===== src/rtl/acc_engine.sv =====
// Accumulator engine: sums a block of data-memory words and writes the result
// to the word just past the block, with a four-phase request/done handshake to the CPU.
module acc_engine #(
    parameter int AW = 6,
    parameter int DW = 32
) (
    input  logic          clk,
    input  logic          reset,
    input  logic          accbypass,
    input  logic [AW-1:0] startaddr,
    input  logic [AW-1:0] datasize,
    output logic          accdone,
    output logic          busy,
    output logic [AW-1:0] memaddr,
    output logic          memrd,
    input  logic [DW-1:0] memrdata,
    output logic          memwe,
    output logic [DW-1:0] memwdata
);

    localparam logic [AW-1:0] ONE = AW'(1);

    typedef enum logic [2:0] {
        S_IDLE,
        S_READ,
        S_DRAIN,
        S_WRITE,
        S_DONE
    } state_t;

    state_t        r_state;
    state_t        w_next;
    logic [AW-1:0] r_start;
    logic [AW-1:0] r_size;
    logic [AW-1:0] r_cnt;
    logic [DW-1:0] r_acc;
    logic          r_rd_d;
    logic          w_accept;
    logic          w_last;

    assign w_last = (r_cnt == (r_size - ONE));

    always_comb begin
        w_next   = r_state;
        w_accept = 1'b0;
        accdone  = 1'b0;
        busy     = 1'b1;
        memrd    = 1'b0;
        memwe    = 1'b0;
        memaddr  = '0;
        memwdata = '0;
        case (r_state)
            S_IDLE: begin
                busy = 1'b0;
                if (accbypass) begin
                    w_accept = 1'b1;
                    w_next   = (datasize != '0) ? S_READ : S_WRITE;
                end
            end
            S_READ: begin
                memrd   = 1'b1;
                memaddr = r_start + r_cnt;
                if (w_last) w_next = S_DRAIN;
            end
            S_DRAIN: begin
                w_next = S_WRITE;
            end
            S_WRITE: begin
                memwe    = 1'b1;
                memaddr  = r_start + r_size;
                memwdata = r_acc;
                w_next   = S_DONE;
            end
            S_DONE: begin
                accdone = 1'b1;
                if (!accbypass) w_next = S_IDLE;
            end
            default: begin
                w_next = S_IDLE;
            end
        endcase
    end

    // Read data arrives one cycle after its strobe, so accumulation follows the
    // delayed strobe; the DRAIN cycle exists to absorb the final word.
    always_ff @(posedge clk) begin
        if (reset) begin
            r_state <= S_IDLE;
            r_start <= '0;
            r_size  <= '0;
            r_cnt   <= '0;
            r_acc   <= '0;
            r_rd_d  <= 1'b0;
        end else begin
            r_state <= w_next;
            r_rd_d  <= memrd;
            if (w_accept) begin
                r_start <= startaddr;
                r_size  <= datasize;
                r_cnt   <= '0;
                r_acc   <= '0;
            end else begin
                if (memrd)  r_cnt <= r_cnt + ONE;
                if (r_rd_d) r_acc <= r_acc + memrdata;
            end
        end
    end

endmodule


===== config.mk =====
export PLATFORM = sky130hd
export DESIGN_NAME = acc_engine
export DESIGN_NICKNAME = d
export VERILOG_FILES = /design/src/rtl/acc_engine.sv
export SDC_FILE = /design/constraint.sdc
export NUM_CORES = 1
export LEC_CHECK = 0
export BUFFER_PORTS_ARGS = -buffer_cell sky130_fd_sc_hd__buf_2
export CELL_PAD_IN_SITES_DETAIL_PLACEMENT = 0
export CELL_PAD_IN_SITES_GLOBAL_PLACEMENT = 1
export CORE_MARGIN = 1.5
export CORE_UTILIZATION = 41
export DETAILED_ROUTE_END_ITERATION = 8
export PLACE_DENSITY_LB_ADDON = 0.1
export SLEW_MARGIN = 20
export SYNTH_ARGS = -nofsm -noshare
export SYNTH_HDL_FRONTEND = slang
export SYNTH_SLANG_ARGS = --single-unit

===== constraint.sdc =====
create_clock -name clk -period 5.16 [get_ports clk]
set_clock_uncertainty 0.1 [all_clocks]
set_input_delay 1.548 -clock clk [delete_from_list [all_inputs] [get_ports clk]]
set_output_delay 1.548 -clock clk [all_outputs]
set_load 0.05 [all_outputs]

==> metrics.txt <==
Worst path max stage delay=around 0.53 ns; Crit path buffers/inverters=4; Worst setup SP type=register; Critical Path End Type=primary output; CP top delay family=buffers and inverters; RSZ-0062 raised after global routing=no; die span in x=approximately 110 um; synthesized area per cell=a little under 8 um2; antenna cells=0; clk_lat worst skew=0.33 ns; Ports=89; DRC Markers=0; largest net degree at the start of global routing=22; Slew HR=0.344; Reg power frac=0.474; via count=approximately 4300; Clock Tree Buf Depth=2; first-pass GRT wire length=roughly 20000 um; vias in the first global route=4067; Final HPWL DP=~9200 um; CTS tree=done; number of synthesized register bits=between 50 and 60; NetSw=0.332 mW; CP Data Required Time=around 3.5 ns; Comb power frac=0.256; internal power=~0.63 mW; Max Slew Vio Count=0; Synth Warn #=0; grt ovf=0; Pwr Total=approximately 0.96 mW; post-synthesis cell count=just under 600; MaxCap Viol Count=0; Starting DRT DRC Count=192; area post-placement=0.00501 mm2; H-tree Lvls=2; status=completed; Via density=between 5 and 6; clock power share=0.271; Pwr Density=188 mW/mm2; WL/cell=~15 um; Post-CTS Setup Bufs=0; Die Y=between 100 and 150 um; fraction of layout cells with a size suffix above 1=0.207; area grow syn2layout=12.9%; EDFF count, synth=0; min setup slack post-route=a little over 0.3 ns; Layout Nets=734; die area=0.0116 mm2; clock slew at reported path FFs=about 0.11 ns; Synth Net Count=around 660; Post-synth ARST share=0; Root Driver=clkbuf_8; Synth cell types=70; most frequent CP cell=inv_1; num rows=38; antenna violations before repair=0; fillers=roughly 1100; antenna-violating nets left=0; Final Cell Area=0.00510 mm2; post-placement setup slack=around 0.56 ns; Fin. Hold Viols=0; Tightest Hold Check Type=reg2reg; crit path DAT=between 3 and 4 ns; Post-Route WL=around 12000 um; Max IR drop VDD=0.122 mV; number of hold buffers added after CTS=0; total track usage=0.214; synthesized cell area=approximately 0.0045 mm2; Worst Path Max Fanout=19; GP Congestion=0.872; Final Setup Violations=0; post-synthesis sequential area ratio=0.239; Tmin final=4.86 ns; initial core utilization=0.418; TritonCTS Buffers=5; Core ar.=about 0.011 mm2; worst path cell trace=nand2b_2, nor2_2, buf_4, mux2_2, ha_1, inv_1, fa_1, inv_1, a21o_1, a21oi_1, xor2_1, nor2_1, buf_2; # port buffers=a little under 90; Setup TNS=0 ns; CP max stage cell=dfxtp_1; dominant synthesized flop cell=dfxtp_1; switch share=0.347; Worst Tran Pin Value=a little under 1 ns; total leakage power=approximately 2.3 nW; clock sink count=54; fin crit share=0.941; DRT Pass-1 Iters=4; CP Class=reg2out; Peak Freq=206 MHz
-- registers in the layout, indices dropped and copies added, names as in the netlist --
signal / cells
r_cnt: 6
r_size: 6
r_rd_d: 1
r_acc: 32
r_state: 3
r_start: 6
-- cells in the mapped netlist, types with 13 or more instances --
| cell | number | area, um2 |
|---|---|---|
| inv_1 | 16 | 60.1 |
| nand2_1 | 67 | 251 |
| a21o_1 | 13 | 97.6 |
| clkbuf_1 | 13 | 48.8 |
| nand4_1 | 13 | 81.3 |
| nor2_1 | 46 | 173 |
| nor3_1 | 14 | 70.1 |
| xnor2_1 | 21 | 184 |
| dfxtp_1 | 54 | 1080 |
| ha_1 | 38 | 475 |
| and2_1 | 34 | 213 |
| o21ai_0 | 33 | 165 |
| xor2_1 | 15 | 131 |
| mux2i_1 | 13 | 130 |
| a21oi_1 | 54 | 270 |
-- cells by family (layout without fill, tap and decap cells) --
logic type	after synthesis	in the layout	synth area share
multiplexers	18	18	0.0413
adder cells (fa/ha/maj)	40	40	0.114
flip-flops	54	54	0.239
XOR/XNOR	36	36	0.0698
AND/OR/NAND/NOR	217	217	0.242
buffers and inverters	45	115	0.0463
AO/OA/AOI/OAI	167	167	0.247
-- power by group through the flow --
| stage | combinational, mW | clock, mW | sequential, mW |
|---|---|---|---|
| floorplan | 0.191 | 0 | 0.453 |
| global placement | 0.241 | 0 | 0.463 |
| detailed placement | 0.244 | 0 | 0.463 |
| CTS | 0.245 | 0.272 | 0.454 |
| global route | 0.272 | 0.283 | 0.457 |
| finish | 0.245 | 0.259 | 0.453 |
-- layout make-up --
cell class | count | area [um2] | area share
Sequential cell | 54 | 1080 | 0.212
Tap cell | 140 | 175 | 0.0344
Clock buffer | 5 | 68.8 | 0.0135
Inverter | 16 | 60.1 | 0.0118
Multi-Input combinational cell | 478 | 3230 | 0.633
Clock inverter | 2 | 13.8 | 0.00270
Timing Repair Buffer | 92 | 470 | 0.0923
-- final timing paths --
check | slack (ns) | cells past startpoint | endpoint | start
setup reg to reg | 2.31 | 9 | r_acc[24] | r_acc[0]
hold / removal | 0.37 | 2 | r_start[4] | r_start[4]
setup / recovery | 0.30 | 13 | memaddr[4] | r_state[0]
hold reg to reg | 0.37 | 2 | r_start[4] | r_start[4]
-- tightest hold or removal path: stages, from the launching register on --
cell     delay (ns)
dfxtp_1        0.33
nand2_1        0.05
a21oi_1        0.05
-- routing by layer --
layer,GRT usage,routed length [um],vias up
met4,0.0752,258,0
met2,0.362,5550,98
li1,-,-,2198
met5,0,0,-
met1,0.278,5850,1957
met3,0.0295,404,18
-- repair_timing --
item	4_1_cts	5_1_grt
gates resized for setup	0	1
setup endpoints to repair	0	2
endpoints found under the hold margin	0	0
-- through the flow --
stage,cells,utilization,hold WS (ns)
2_1_floorplan,577,-,0.339
3_3_place_gp,780,0.465,0.354
3_5_place_dp,780,0.465,0.356
4_1_cts,787,0.472,0.377
5_1_grt,787,0.472,0.400
6_report,787,0.472,0.370
-- cells in the final DEF, fill, tap and decap left out, types with 15 or more instances in the layout --
cell type / netlist / routed
xnor2_1: 21 / 21
nor2_1: 46 / 45
o21ai_0: 33 / 33
nand2_1: 67 / 67
buf_2: 8 / 88
and2_1: 34 / 34
ha_1: 38 / 38
a21oi_1: 54 / 54
dfxtp_1: 54 / 54
xor2_1: 15 / 15
inv_1: 16 / 16
Note: power is estimated with default switching activity, not from simulation.
